--- src/rtl/prg_loader_pkg.sv ---
// Shared types and constants for the PRG loader: FSM states, default BASIC
// pointer / keyboard-buffer addresses and the autorun key string.
package prg_loader_pkg;

    typedef enum logic [2:0] {
        S_IDLE,
        S_HDR0,
        S_HDR1,
        S_DATA,
        S_WAIT,
        S_PATCH,
        S_RUNKEY,
        S_DONE
    } state_t;

    localparam logic [15:0] VARTAB_ADDR       = 16'h002A;
    localparam logic [15:0] KBUF_ADDR_DEF     = 16'h026F;
    localparam logic [15:0] KBUF_CNT_ADDR_DEF = 16'h009E;

    localparam int KEY_LEN = 4;
    // Element [0] is typed first: "RUN" followed by carriage return.
    localparam logic [KEY_LEN-1:0][7:0] AUTORUN_KEYS = {8'h0D, 8'h4E, 8'h55, 8'h52};

    // Number of post-download writes: two bytes per pointer, plus the key
    // string and the key-count byte when autorun is enabled.
    function automatic logic [4:0] seq_len(input int nptr, input bit autorun);
        return 5'(2 * nptr + (autorun ? KEY_LEN + 1 : 0));
    endfunction

endpackage

--- src/rtl/prg_loader_if.sv ---
// DMA write port between the PRG loader (master) and pet2001hw (slave).
interface prg_loader_if #(
    parameter int ADDR_W = 16
);
    logic [ADDR_W-1:0] dma_addr;
    logic [7:0]        dma_data;
    logic              dma_we;
    logic              dma_ready;

    modport master (output dma_addr, dma_data, dma_we, input dma_ready);
    modport slave  (input dma_addr, dma_data, dma_we, output dma_ready);
endinterface

--- src/rtl/prg_loader_dma_seq_writer.sv ---
// Table-driven sequential DMA writer: pointer bytes first, then the autorun
// key string and key count. Advances one entry per accepted write.
module dma_seq_writer
    import prg_loader_pkg::*;
#(
    parameter int          ADDR_W        = 16,
    parameter int          NPTR          = 3,
    parameter logic [15:0] PTR_BASE      = VARTAB_ADDR,
    parameter logic [15:0] KBUF_ADDR     = KBUF_ADDR_DEF,
    parameter logic [15:0] KBUF_CNT_ADDR = KBUF_CNT_ADDR_DEF
) (
    input  logic              clk,
    input  logic              reset_n,
    input  logic              en,
    input  logic              clr,
    input  logic [15:0]       ptr_val,
    input  logic              dma_ready,
    output logic [4:0]        idx,
    output logic [ADDR_W-1:0] wr_addr,
    output logic [7:0]        wr_data,
    output logic              wr_we,
    output logic              wr_accept
);

    localparam logic [4:0] NPW = 5'(2 * NPTR);

    logic [4:0]  idx_reg;
    logic [4:0]  key_idx;
    logic [15:0] addr16;

    always_ff @(posedge clk or negedge reset_n) begin
        if (!reset_n) begin
            idx_reg <= '0;
        end else if (clr) begin
            idx_reg <= '0;
        end else if (wr_accept) begin
            idx_reg <= idx_reg + 5'd1;
        end
    end

    // Pointer k occupies entries 2k (low byte) and 2k+1 (high byte), so the
    // address is simply PTR_BASE + index.
    always_comb begin
        addr16  = '0;
        wr_data = '0;
        key_idx = idx_reg - NPW;
        if (idx_reg < NPW) begin
            addr16  = PTR_BASE + 16'(idx_reg);
            wr_data = idx_reg[0] ? ptr_val[15:8] : ptr_val[7:0];
        end else if (key_idx < 5'(KEY_LEN)) begin
            addr16  = KBUF_ADDR + 16'(key_idx);
            wr_data = AUTORUN_KEYS[key_idx[1:0]];
        end else begin
            addr16  = KBUF_CNT_ADDR;
            wr_data = 8'(KEY_LEN);
        end
    end

    assign idx       = idx_reg;
    assign wr_addr   = ADDR_W'(addr16);
    assign wr_we     = en;
    assign wr_accept = en & dma_ready;

endmodule

--- src/rtl/prg_loader.sv ---
// PRG download loader: parses the load-address header, streams payload over a
// backpressured DMA port, then patches BASIC end pointers. Optional autorun
// keystroke injection is enabled by defining PRG_LOADER_AUTORUN_EN.
module prg_loader
    import prg_loader_pkg::*;
#(
    parameter int          ADDR_W        = 16,
    parameter logic [15:0] LOAD_LIMIT    = 16'h8000,
    parameter logic [15:0] PTR_BASE      = VARTAB_ADDR,
    parameter int          NPTR          = 3,
    parameter logic [15:0] KBUF_ADDR     = KBUF_ADDR_DEF,
    parameter logic [15:0] KBUF_CNT_ADDR = KBUF_CNT_ADDR_DEF
) (
    input  logic              clk,
    input  logic              reset_n,
    input  logic              dl_active,
    input  logic              dl_wr,
    input  logic [7:0]        dl_data,
    output logic              dl_wait,
    prg_loader_if.master      dma,
    output logic [ADDR_W-1:0] load_start,
    output logic [ADDR_W-1:0] load_end,
    output logic              busy,
    output logic              overflow,
    output logic              hdr_err,
    output logic              done
);

`ifdef PRG_LOADER_AUTORUN_EN
    localparam bit AUTORUN = 1'b1;
`else
    localparam bit AUTORUN = 1'b0;
`endif

    localparam logic [4:0] LAST_PTR = 5'(2 * NPTR - 1);
    localparam logic [4:0] LAST_KEY = seq_len(NPTR, 1'b1) - 5'd1;

    state_t            state_reg, state_next;
    logic              dl_active_q;
    logic [7:0]        hdr_lo_reg;
    logic [ADDR_W-1:0] load_start_reg, load_end_reg;
    logic [7:0]        pay_data_reg;
    logic              overflow_reg, hdr_err_reg;
    logic              fall_pend_reg, fall_pend_next;
    logic              abort_pend_reg, abort_pend_next;

    logic dl_rise, dl_fall;
    logic ovf_set, hdr_set, flags_clr;
    logic hdr_lo_we, hdr_hi_we, pay_we, end_inc;

    logic [4:0]        seq_idx;
    logic [ADDR_W-1:0] seq_addr;
    logic [7:0]        seq_data;
    logic              seq_we, seq_accept, seq_en;

    logic [ADDR_W-1:0] dma_addr_c;
    logic [7:0]        dma_data_c;
    logic              dma_we_c;

    assign dl_rise = dl_active & ~dl_active_q;
    assign dl_fall = ~dl_active & dl_active_q;
    assign seq_en  = (state_reg == S_PATCH) || (state_reg == S_RUNKEY);

    dma_seq_writer #(
        .ADDR_W        (ADDR_W),
        .NPTR          (NPTR),
        .PTR_BASE      (PTR_BASE),
        .KBUF_ADDR     (KBUF_ADDR),
        .KBUF_CNT_ADDR (KBUF_CNT_ADDR)
    ) u_seq (
        .clk       (clk),
        .reset_n   (reset_n),
        .en        (seq_en),
        .clr       (~seq_en),
        .ptr_val   (16'(load_end_reg)),
        .dma_ready (dma.dma_ready),
        .idx       (seq_idx),
        .wr_addr   (seq_addr),
        .wr_data   (seq_data),
        .wr_we     (seq_we),
        .wr_accept (seq_accept)
    );

    always_ff @(posedge clk or negedge reset_n) begin
        if (!reset_n) begin
            state_reg      <= S_IDLE;
            dl_active_q    <= 1'b0;
            hdr_lo_reg     <= '0;
            load_start_reg <= '0;
            load_end_reg   <= '0;
            pay_data_reg   <= '0;
            overflow_reg   <= 1'b0;
            hdr_err_reg    <= 1'b0;
            fall_pend_reg  <= 1'b0;
            abort_pend_reg <= 1'b0;
        end else begin
            state_reg      <= state_next;
            dl_active_q    <= dl_active;
            fall_pend_reg  <= fall_pend_next;
            abort_pend_reg <= abort_pend_next;
            if (hdr_lo_we) hdr_lo_reg <= dl_data;
            if (hdr_hi_we) begin
                load_start_reg <= ADDR_W'({dl_data, hdr_lo_reg});
                load_end_reg   <= ADDR_W'({dl_data, hdr_lo_reg});
            end else if (end_inc) begin
                load_end_reg <= load_end_reg + ADDR_W'(1);
            end
            if (pay_we) pay_data_reg <= dl_data;
            if (flags_clr) begin
                overflow_reg <= 1'b0;
                hdr_err_reg  <= 1'b0;
            end else begin
                if (ovf_set) overflow_reg <= 1'b1;
                if (hdr_set) hdr_err_reg  <= 1'b1;
            end
        end
    end

    always_comb begin
        state_next      = state_reg;
        fall_pend_next  = fall_pend_reg;
        abort_pend_next = abort_pend_reg;
        ovf_set         = 1'b0;
        hdr_set         = 1'b0;
        flags_clr       = 1'b0;
        hdr_lo_we       = 1'b0;
        hdr_hi_we       = 1'b0;
        pay_we          = 1'b0;
        end_inc         = 1'b0;
        case (state_reg)
            S_IDLE: begin
                if (dl_rise) begin
                    state_next = S_HDR0;
                    flags_clr  = 1'b1;
                end
            end
            S_HDR0: begin
                if (dl_fall) begin
                    state_next = S_IDLE;
                    hdr_set    = 1'b1;
                end else if (dl_wr) begin
                    hdr_lo_we  = 1'b1;
                    state_next = S_HDR1;
                end
            end
            S_HDR1: begin
                if (dl_fall) begin
                    state_next = S_IDLE;
                    hdr_set    = 1'b1;
                end else if (dl_wr) begin
                    hdr_hi_we  = 1'b1;
                    state_next = S_DATA;
                end
            end
            S_DATA: begin
                if (dl_wr && (load_end_reg < ADDR_W'(LOAD_LIMIT))) begin
                    pay_we         = 1'b1;
                    fall_pend_next = dl_fall;
                    state_next     = S_WAIT;
                end else begin
                    if (dl_wr) ovf_set = 1'b1;
                    if (dl_fall) state_next = S_PATCH;
                end
            end
            S_WAIT: begin
                if (dl_wr) ovf_set = 1'b1;
                if (dl_fall) fall_pend_next = 1'b1;
                if (dma.dma_ready) begin
                    end_inc        = 1'b1;
                    fall_pend_next = 1'b0;
                    state_next     = (fall_pend_reg || dl_fall) ? S_PATCH : S_DATA;
                end
            end
            S_PATCH, S_RUNKEY: begin
                // A new download must not cut a presented write short, so a
                // rising edge is remembered until the current write lands.
                if (seq_accept) begin
                    abort_pend_next = 1'b0;
                    if (abort_pend_reg || dl_rise) begin
                        state_next = S_HDR0;
                        flags_clr  = 1'b1;
                    end else if (state_reg == S_PATCH && seq_idx == LAST_PTR) begin
                        state_next = AUTORUN ? S_RUNKEY : S_DONE;
                    end else if (state_reg == S_RUNKEY && seq_idx == LAST_KEY) begin
                        state_next = S_DONE;
                    end
                end else if (dl_rise) begin
                    abort_pend_next = 1'b1;
                end
            end
            S_DONE: begin
                if (dl_rise) begin
                    state_next = S_HDR0;
                    flags_clr  = 1'b1;
                end else begin
                    state_next = S_IDLE;
                end
            end
            default: state_next = S_IDLE;
        endcase
    end

    always_comb begin
        dma_addr_c = '0;
        dma_data_c = '0;
        dma_we_c   = 1'b0;
        case (state_reg)
            S_WAIT: begin
                dma_addr_c = load_end_reg;
                dma_data_c = pay_data_reg;
                dma_we_c   = 1'b1;
            end
            S_PATCH, S_RUNKEY: begin
                dma_addr_c = seq_addr;
                dma_data_c = seq_data;
                dma_we_c   = seq_we;
            end
            default: ;
        endcase
    end

    assign dma.dma_addr = dma_addr_c;
    assign dma.dma_data = dma_data_c;
    assign dma.dma_we   = dma_we_c;

    assign dl_wait    = (state_reg == S_WAIT) || (state_reg == S_PATCH) || (state_reg == S_RUNKEY);
    assign busy       = (state_reg != S_IDLE);
    assign done       = (state_reg == S_DONE);
    assign load_start = load_start_reg;
    assign load_end   = load_end_reg;
    assign overflow   = overflow_reg;
    assign hdr_err    = hdr_err_reg;

endmodule

--- src/flat_wrapper.sv ---
// flat-port wrapper written by rule: the top's interface ports become plain ports
module prg_loader_flat import prg_loader_pkg::*;
#(
    parameter int          ADDR_W        = 16,
    parameter logic [15:0] LOAD_LIMIT    = 16'h8000,
    parameter logic [15:0] PTR_BASE      = VARTAB_ADDR,
    parameter int          NPTR          = 3,
    parameter logic [15:0] KBUF_ADDR     = KBUF_ADDR_DEF,
    parameter logic [15:0] KBUF_CNT_ADDR = KBUF_CNT_ADDR_DEF
)
  (clk, reset_n, dl_active, dl_wr, dl_data, dl_wait, load_start, load_end, busy, overflow, hdr_err, done, dma_dma_addr, dma_dma_data, dma_dma_we, dma_dma_ready);
  prg_loader_if #(.ADDR_W(ADDR_W)) dma_i ();
  input  logic clk;
  input  logic reset_n;
  input  logic dl_active;
  input  logic dl_wr;
  input  logic [7:0] dl_data;
  output logic dl_wait;
  output logic [ADDR_W-1:0] load_start;
  output logic [ADDR_W-1:0] load_end;
  output logic busy;
  output logic overflow;
  output logic hdr_err;
  output logic done;
  output wire logic [$bits(dma_i.dma_addr)-1:0] dma_dma_addr;
  output wire logic [$bits(dma_i.dma_data)-1:0] dma_dma_data;
  output wire logic [$bits(dma_i.dma_we)-1:0] dma_dma_we;
  input wire logic [$bits(dma_i.dma_ready)-1:0] dma_dma_ready;
  assign dma_dma_addr = dma_i.dma_addr;
  assign dma_dma_data = dma_i.dma_data;
  assign dma_dma_we = dma_i.dma_we;
  assign dma_i.dma_ready = dma_dma_ready;
  prg_loader #(.ADDR_W(ADDR_W), .LOAD_LIMIT(LOAD_LIMIT), .PTR_BASE(PTR_BASE), .NPTR(NPTR), .KBUF_ADDR(KBUF_ADDR), .KBUF_CNT_ADDR(KBUF_CNT_ADDR)) u_core (.clk(clk), .reset_n(reset_n), .dl_active(dl_active), .dl_wr(dl_wr), .dl_data(dl_data), .dl_wait(dl_wait), .dma(dma_i), .load_start(load_start), .load_end(load_end), .busy(busy), .overflow(overflow), .hdr_err(hdr_err), .done(done));
endmodule
--- config.mk ---
export PLATFORM = sky130hd
export DESIGN_NAME = prg_loader_flat
export DESIGN_NICKNAME = d
export VERILOG_FILES = /design/src/rtl/prg_loader_pkg.sv /design/src/rtl/prg_loader_if.sv /design/src/rtl/prg_loader_dma_seq_writer.sv /design/src/rtl/prg_loader.sv /design/src/flat_wrapper.sv
export SDC_FILE = /design/constraint.sdc
export NUM_CORES = 1
export LEC_CHECK = 0
export ABC_CLOCK_PERIOD_IN_PS = 3320
export BUFFER_PORTS_ARGS = -buffer_cell sky130_fd_sc_hd__buf_2
export CAP_MARGIN = 15
export CELL_PAD_IN_SITES_DETAIL_PLACEMENT = 0
export CELL_PAD_IN_SITES_GLOBAL_PLACEMENT = 1
export CORE_ASPECT_RATIO = 0.75
export CORE_UTILIZATION = 30
export DETAILED_ROUTE_END_ITERATION = 8
export MAX_ROUTING_LAYER = met4
export PLACE_DENSITY_LB_ADDON = 0.2
export SLEW_MARGIN = 0
export SYNTH_ARGS = -nofsm -noshare
export SYNTH_HDL_FRONTEND = slang
export SYNTH_HIERARCHICAL = 1
export SYNTH_SLANG_ARGS = --single-unit
--- constraint.sdc ---
create_clock -name clk -period 3.32 [get_ports clk]
set_input_delay 0.166 -clock clk [delete_from_list [all_inputs] [get_ports clk]]
set_output_delay 0.166 -clock clk [all_outputs]
set_load 0.05 [all_outputs]
Yosys cells after proc, flatten, opt, wreduce, memory -nomap -nowiden
Index checks and enable logic that the tools add are counted.
{"block": "totals", "mem_bits_rw": 0, "out_inout_bits": 62, "memories": 0, "rom_bits": 0, "wordCells": 120, "latch_bits": 0, "ff_bits": 61}
{"block": "classes", "magnitude_cmp": 4, "add_sub_neg": 5, "n_mux": 55, "n_mul": 0, "n_shift": 0, "bitwise": 5, "reduce_logical": 21, "eq_ne": 19, "div": 0}
{"cell": "$mux W3", "n": 13}
{"cell": "$mux W16", "n": 2}
{"cell": "$mux W8", "n": 4}
{"cell": "$pmux W16 S2", "n": 1}
{"cell": "$mux W1", "n": 24}
{"cell": "$mux W11", "n": 2}
{"cell": "$pmux W3 S7", "n": 1}
{"cell": "$add A16 B1 Y16 const B", "n": 1}
{"cell": "$bmux W8 S2", "n": 1}
{"cell": "$lt A16 B16 Y1 const B", "n": 1}
{"cell": "$pmux W8 S2", "n": 1}
{"cell": "$eq A3 B3 Y1 const B", "n": 4}
{"cell": "$add A10 B5 Y11 const A", "n": 1}
{"cell": "$lt A5 B3 Y1 const B", "n": 2}
{"cell": "$mux W5", "n": 2}
{"cell": "$reduce_bool A2 Y1", "n": 5}
{"cell": "$ne A3 B2 Y1 const B", "n": 3}
{"cell": "$pmux W1 S2", "n": 4}
{"cell": "$add A6 B5 Y7 const A", "n": 1}
{"cell": "$reduce_and A7 Y1", "n": 1}
{"cell": "$eq A3 B2 Y1 const B", "n": 2}
{"cell": "$ne A2 B1 Y1 const B", "n": 3}
{"cell": "$reduce_or A2 Y1", "n": 3}
{"cell": "$add A5 B1 Y5 const B", "n": 1}
{"cell": "other kinds (16)", "n": 26}

Depth between registers and ports, before layout
Gate-level depths: netlist of the first run.
{"block": "depth", "depth_word": 7, "mapped_depth": 11}

By module
The synthesis of the first run kept the hierarchy.
{"mod": "prg_loader", "area_per_inst_um2": 2981.6, "instances": 1, "cells_per_inst": 312}
{"mod": "dma_seq_writer", "area_per_inst_um2": 828.3, "instances": 1, "cells_per_inst": 102}

Worst setup path before layout of the first run
No wires, ideal clock.
{"block": "synth_timing", "path_type": "flip-flop to output port", "startpoint": "register u_core.state_reg[0]", "endpoint": "output port dma_dma_we", "path_buffers": 4, "setup_slack_ps": 759, "arrival_ps": 2395, "stages_incl_launch_ff": 10, "path_cell_list": "dfrtp_1 > buf_6 > xor2_1 > and2_1 > buf_2 > buf_2 > buf_4 > inv_1 > maj3_1 > nor2b_1"}
{"block": "synth_via", "elab_chain_cells": 3, "word_cells_on_any_way": 6, "classes_between": "3 x eq/ne; 1 x mux; 2 x reduce/logical"}
{"element": "start, declared", "line": "prg_loader.sv:38", "source": "state_t state_reg, state_next;"}
{"element": "start signal, assigned", "line": "prg_loader.sv:97", "source": "state_reg <= state_next;"}
{"element": "$eq A3 B3 Y1", "line": "prg_loader.sv:62", "source": "assign seq_en = (state_reg == S_PATCH) || (state_reg == S_RUNKEY);"}
{"element": "$logic_or A1 B1 Y1 *", "line": "prg_loader.sv:62"}
{"element": "named net u_core.seq_en", "line": "prg_loader.sv:54", "source": "logic seq_we, seq_accept, seq_en;"}
{"element": "$pmux W1 S2 *", "line": "prg_loader.sv:207", "source": "case (state_reg)"}
{"element": "end, declared", "line": "flat_wrapper.sv:27", "source": "output wire logic [$bits(dma_i.dma_we)-1:0] dma_dma_we;"}
The timed path passes the listed nets; every way through them passes the cells marked *.

Worst setup path after layout of the first run
{"block": "layout_timing", "startpoint": "register u_core.u_seq.idx_reg[2], in the netlist u_core/u_seq/idx[2]", "endpoint": "output port dma_dma_data[6]"}
{"block": "layout_via", "elab_chain_cells": 5, "word_cells_on_any_way": 6, "classes_between": "1 x add/sub; 2 x order compare; 3 x mux"}
{"element": "start, declared", "line": "prg_loader_dma_seq_writer.sv:27", "source": "logic [4:0] idx_reg;"}
{"element": "start signal, assigned", "line": "prg_loader_dma_seq_writer.sv:37", "source": "idx_reg <= idx_reg + 5'd1;"}
{"element": "$sub A5 B3 Y5", "line": "prg_loader_dma_seq_writer.sv:46", "source": "key_idx = idx_reg - NPW;"}
{"element": "$lt A5 B3 Y1", "line": "prg_loader_dma_seq_writer.sv:50", "source": "end else if (key_idx < 5'(KEY_LEN)) begin"}
{"element": "$mux W8", "line": "prg_loader_dma_seq_writer.sv:50"}
{"element": "$mux W8 *", "line": "prg_loader_dma_seq_writer.sv:47", "source": "if (idx_reg < NPW) begin"}
{"element": "named net u_core.seq_data[6]", "line": "prg_loader.sv:53", "source": "logic [7:0] seq_data;"}
{"element": "$pmux W8 S2 *", "line": "prg_loader.sv:207"}
{"element": "end, declared", "line": "flat_wrapper.sv:26", "source": "output wire logic [$bits(dma_i.dma_data)-1:0] dma_dma_data;"}
Marked as above.

==> impl_metrics.ini, run 1 <==
[power]
p_leak_uw = 0.002155
p_per_area_mw_per_mm2 = 972.0
peakVddDrop_v = 0.0004261

[critical_path]
cp-startpoint = u_core/u_seq/idx[2]
cp-endpoint = dma_dma_data[6]
crit_path_start_kind = register
crit_type = register to output port
crit_fanout = 10
crit-reg2reg-launch = u_core/state_reg[2]
cp_data_arrival_time_ps = 2810
reg2regPathDepth = 6
reg2reg_slack_ps = 780
r2r-end = u_core/state_reg[0]
end_kind = output port
required_ps = 3150

[logic_synthesis]
synthArstFlopShare_pct = 100.0
yosysUniqueCellTypes = 63
syn_area_mm2 = 0.003810
synth-main-ff-cell = dfrtp_1
avgSynthCellArea_um2 = 9.203
synth_top_area_share_pct = 40.07
ys_seq_area_share_pct = 40.07
synth_cells = 414
synth_edf_count = 0
synth_seq_cells = 61
synth_area_leaders = dfrtp_1 40%, nand2_1 6.8%, mux2_2 5.9%, a22o_1 5.3%, nor2_1 2.7%
ys_warn_count = 6
yosysTopAreaCell = dfrtp_1

[sta]
max_freq_mhz = 335.7
rsz0062_at_grt = false
fin_crit_ps = 2979
slew_headroom_pct = 43.50
setup_viol = 0
worst_slew_pin_slew_ps = 847.6
report.final.slew_viol_count = 0
skew_ps = 6.427
finalCritPeriodShare_pct = 89.73
hold_viol = 0
tns_ps = 0

[floorplan]
start_util_pct = 30.85
die_y_um = 99.60
dieArea_mm2 = 0.01316
die_x_um = 132.1
rows = 35
core_mm2 = 0.01235
ioPinCount = 75

[layout]
multiInputGateArea_mm2 = 0.002072
final_cell_area_mm2 = 0.004628
fin_cells = 657
seq_area_mm2 = 0.001528
antennaDiodeCount = 0
drive_above_1_share_pct = 28.31
fillCellCount = 1320
nets = 507
syn_to_final_growth_pct = 21.48

[place]
dpl.cell_count = 638
dp_hpwl_mm = 8.204
port_buffers = 74
post_dp_cell_area_mm2 = 0.004300
gp_congestion = 0.8534

[routing]
wl_per_cell_um = 17.79
via_per_inst = 5.110
drcViolationCount = 0
postRouteAntennaNets = 0
finalWirelength_mm = 11.69
drt-initial-drc-count = 270
first_pass_iters = 4
dr_total_vias = 3357

[job]
cap_violations = 0

[clock_tree]
cts-root-buf = clkbuf_16
post_cts_buffers = 0
clk_pin_slew_ps = 60
numClockSinks = 61
cts_made_buffers = 9
h-tree-depth = 3
clkLatencyLatePin_ps = 330
clockBufferDepth = 2
cts_tree = built

[status]
status = finished, final reports clean

[grt]
grt_usage_pct = 19.05
grt_antenna_before_repair = 0
grt_max_degree = 47
grt_pass1_wl_mm = 18.66
overflow = 0
grt_pass1_vias = 3293

[hold_path]
worstHoldPathType = input port to register
## power breakdown
| group | switching, uW | internal [uW] |
|---|---|---|
| Clock | 332 | 542 |
| Sequential | 343 | 1060 |
| Combinational | 1580 | 648 |
| Total | 2250 | 2250 |
## cell families after synthesis
| logic type | after synthesis | share of synthesized area [%] |
|---|---|---|
| compound gates | 101 | 19.38 |
| mux | 31 | 8.834 |
| fa+ha+maj | 10 | 3.153 |
| simple gates | 157 | 20.30 |
| other cells | 1 | 0.09843 |
| buf+inv | 45 | 6.338 |
| flops | 61 | 40.07 |
| xor+xnor | 8 | 1.839 |
## area by class of cell
cell class                 count  share of cell area, %
sequential                    61                  33.01
clock inverter                 4                 0.4866
tap                          166                  4.488
timing repair buffer          89                  10.81
multi-input combinational    314                  44.77
inverter                      11                 0.8921
clock buffer                  12                  5.542
## metal layers
layer | global-route usage [%] | up-vias | part of all wire (%)
li1 | - | 1615 | -
met1 | 27.08 | 1627 | 50
met2 | 27.31 | 109 | 43
met3 | 3.517 | 6 | 5.9
met4 | 5.456 | 0 | 0.82
met5 | - | - | 0
## worst min path at each step
stage	start	slack (ps)	cells after the start	to
finish	dl_data[5]	100	3	u_core/load_start[13]
global route	dl_data[5]	110	3	u_core/load_start[13]
CTS	reset_n	70	1	u_core/pay_data_reg[3]
detailed placement	dl_active	310	1	u_core/dl_active_q
global placement	dl_active	320	1	u_core/dl_active_q
floorplan	reset_n	-130	0	u_core/abort_pend_reg
## placed cells by master (no fill, tap or decap), types with 2 or more instances in the layout
cell type and instances:
a21o_1 3, nor2b_1 9, a22oi_1 5, dfrtp_1 60, or3_4 2, nand3_1 19, o311ai_0 4, clkbuf_8 2
o21ai_1 2, ha_1 7, xor2_1 7, a22o_1 23, buf_4 12, buf_2 74, nor4_1 2, o211ai_1 4
a21oi_2 2, dlygate4sd3_1 2, nand2b_1 2, maj3_1 2, o2bb2ai_1 2, mux2i_1 10, mux2_2 20, nand2_1 69
conb_1 7, o21ai_0 20, a31oi_1 2, clkinv_2 3, a21oi_1 15, o21bai_1 2, nor3_1 3, and2_1 5
a32o_1 3, a211oi_1 2, nand4_1 6, and3_1 2, nor2_1 27, clkbuf_16 9, inv_1 10, nor4bb_1 2
## what timing repair did
action,CTS,global route
hold endpoints to repair,1,18
gates resized for setup,0,3
endpoints found under the setup margin,0,1
hold buffers,1,1
## cell usage after synthesis (all sizes together), types with 3 or more instances
| cell type | instances |
|---|---|
| xor2 | 7 |
| inv | 11 |
| ha | 8 |
| nor2 | 27 |
| clkbuf | 10 |
| nor3 | 3 |
| dfrtp | 61 |
| a22oi | 5 |
| and2 | 5 |
| nand2 | 69 |
| nand4 | 6 |
| nand3 | 20 |
| or3 | 3 |
| a21oi | 17 |
| o211ai | 4 |
| a22o | 23 |
| nor2b | 9 |
| mux2 | 21 |
| nor4 | 3 |
| mux2i | 10 |
| a21o | 4 |
| a32o | 3 |
| o311ai | 4 |
| buf | 24 |
| o21ai | 22 |
## metrics by stage
step | setup WS (ps) | total power (uW) | utilization [%] | hold slack, ps
after global routing | 72.04 | 4767 | 37.48 | 106.6
after global placement | 529.4 | 3624 | 34.82 | 320.2
after detailed placement | 374.3 | 3636 | 34.82 | 312.9
final | 340.8 | 4499 | 37.48 | 104.7
after floorplan | 759.4 | 3027 | - | -129.6
after CTS | 21.20 | 4534 | 37.16 | 67.24
## critical path: stages, from the launching register on
cell,delay (ps)
dfrtp_1,550
ha_2,370
inv_1,110
a2111oi_2,390
a211oi_1,90
a21oi_1,210
mux2i_1,100
o21ai_0,260
and2_1,170
buf_2,260
(Power assumes the default switching activity.)
==> run 2: changes to the inputs <==
--- a/config.mk
+++ b/config.mk
@@ -15,6 +15,7 @@
 export DETAILED_ROUTE_END_ITERATION = 8
 export MAX_ROUTING_LAYER = met4
 export PLACE_DENSITY_LB_ADDON = 0.2
+export REMOVE_ABC_BUFFERS = 1
 export SLEW_MARGIN = 0
 export SYNTH_ARGS = -nofsm -noshare
 export SYNTH_HDL_FRONTEND = slang
==> run 2 against run 1 <==
Effect of this change: via count up 2.2%; global-route usage up 0.27 points; worst hold slack worse by 13 ps; critical path type unchanged; largest cell class unchanged.
==> impl_metrics.ini, run 2 (synthesis gave the netlist of run 1 again) <==
[floorplan]
core_mm2 = 0.01235
ioPinCount = 75
start_util_pct = 30.85
dieArea_mm2 = 0.01316
die_y_um = 99.60
die_x_um = 132.1
rows = 35

[critical_path]
end_kind = output port
worstPathCellList = ha_1 > inv_1 > a2111oi_1 > a211oi_1 > a21oi_1 > mux2i_1 > o21ai_0 > and2_1 > buf_2
crit_type = register to output port
cp_data_arrival_time_ps = 2850
crit_fanout = 15
required_ps = 3150
max_stage_delay_ps = 660
crit_path_start_kind = register
worst_path_max_delay_cell = dfrtp_1

[place]
gp_congestion = 0.8619
dp_hpwl_mm = 8.227
port_buffers = 74

[grt]
met3_usage_pct = 3.823
top_usage_layer = met1
grt_antenna_before_repair = 0
grt_max_degree = 33
grt_pass1_vias = 3179
overflow = 0
gr-usage-met2_pct = 26.70
use_met1_pct = 28.64
grt_pass1_wl_mm = 18.74
grt_usage_pct = 19.32

[sta]
setup_viol = 0
report.final.slew_viol_count = 0
slew_headroom_pct = 44.23
finalCritPeriodShare_pct = 90.96
hold_viol = 0
rsz0062_at_grt = false
whs_ps = 91.46
max_freq_mhz = 331.1
skew_ps = 10.53
worst_slew_pin_slew_ps = 836.5
fin_crit_ps = 3020
tns_ps = 0

[clock_tree]
cts_tree = built
numClockSinks = 61
cts_made_buffers = 9
post_cts_buffers = 0
clockBufferDepth = 2
h-tree-depth = 3
clkLatencyLatePin_ps = 330
clk_pin_slew_ps = 50
cts-root-buf = clkbuf_16

[layout]
layout_commonest_cell = buf_2
nets = 506
most-common-layout-cells = 74 x buf_2, 69 x nand2_1, 61 x dfrtp_1
syn_to_final_growth_pct = 21.12
utilization_pct = 37.37
antennaDiodeCount = 0
drive_above_1_share_pct = 27.35

[routing]
postRouteAntennaNets = 0
dr_total_vias = 3430
wl_per_cell_um = 18.03
drt-initial-drc-count = 266
drcViolationCount = 0
finalWirelength_mm = 11.83
via_per_inst = 5.229
first_pass_iters = 5

[power]
p_per_area_mw_per_mm2 = 982.7
peakVddDrop_v = 0.0005030
p_total_uw = 4535
p_leak_uw = 0.002154

[job]
cap_violations = 0

[hold_path]
worstHoldPathType = input port to register

[status]
status = finished, final reports clean
[run 2: timing repair]
item	CTS	global route
gates resized for setup	0	0
endpoints found under the hold margin	13	0
hold buffers	2	0
[run 2: cell type report]
type / count / area (um^2)
clock buffer: 12 / 246.5
clock inverter: 4 / 47.55
tap: 166 / 207.7
sequential: 61 / 1526
inverter: 11 / 41.29
fill: 1281 / 7735
multi-input combinational: 314 / 2064
timing repair buffer: 88 / 480.5
[run 2: path summary, 6_finish.rpt]
| kind | start | to | slack (ps) | cells past startpoint |
|---|---|---|---|---|
| setup / recovery | u_core/u_seq/idx[1] | dma_dma_data[6] | 300 | 9 |
| hold / removal | dl_data[4] | u_core/load_start[12] | 90 | 3 |
| setup reg to reg | u_core/state_reg[1] | u_core/state_reg[0] | 940 | 7 |
| hold reg to reg | u_core/load_start[9] | u_core/load_start[9] | 470 | 2 |
| max in group asynchronous | reset_n | u_core/load_end[7] | 2310 | 3 |
| min in group asynchronous | reset_n | u_core/load_start[8] | 270 | 2 |
[run 2: power breakdown]
group	leakage, uW	switching [uW]	internal [uW]
logic	0.00125	1560	646
clock network	0.000143	331	599
registers	0.000764	344	1060
[run 2: layer usage]
layer	share of wire (%)	up-vias
met5	0	-
met4	0.74	0
met3	5.7	11
met2	42	124
met1	52	1675
li1	-	1620
[run 2: critical path, delay by kind of cell (launching register included)]
family          cells  cell delay, ps
compound gates      4             790
fa+ha+maj           1             450
buf+inv             2             390
flops               1             660
mux                 1              90
simple gates        1             140
[run 2: per-stage QoR]
stage,setup WS [ps],std cells,area (um^2)
after detailed placement,644.8,638,4300
after CTS,301.4,656,4614
after global placement,693.9,638,4300
after floorplan,508.6,386,3632
after global routing,41.04,656,4614
final,300.0,656,4614
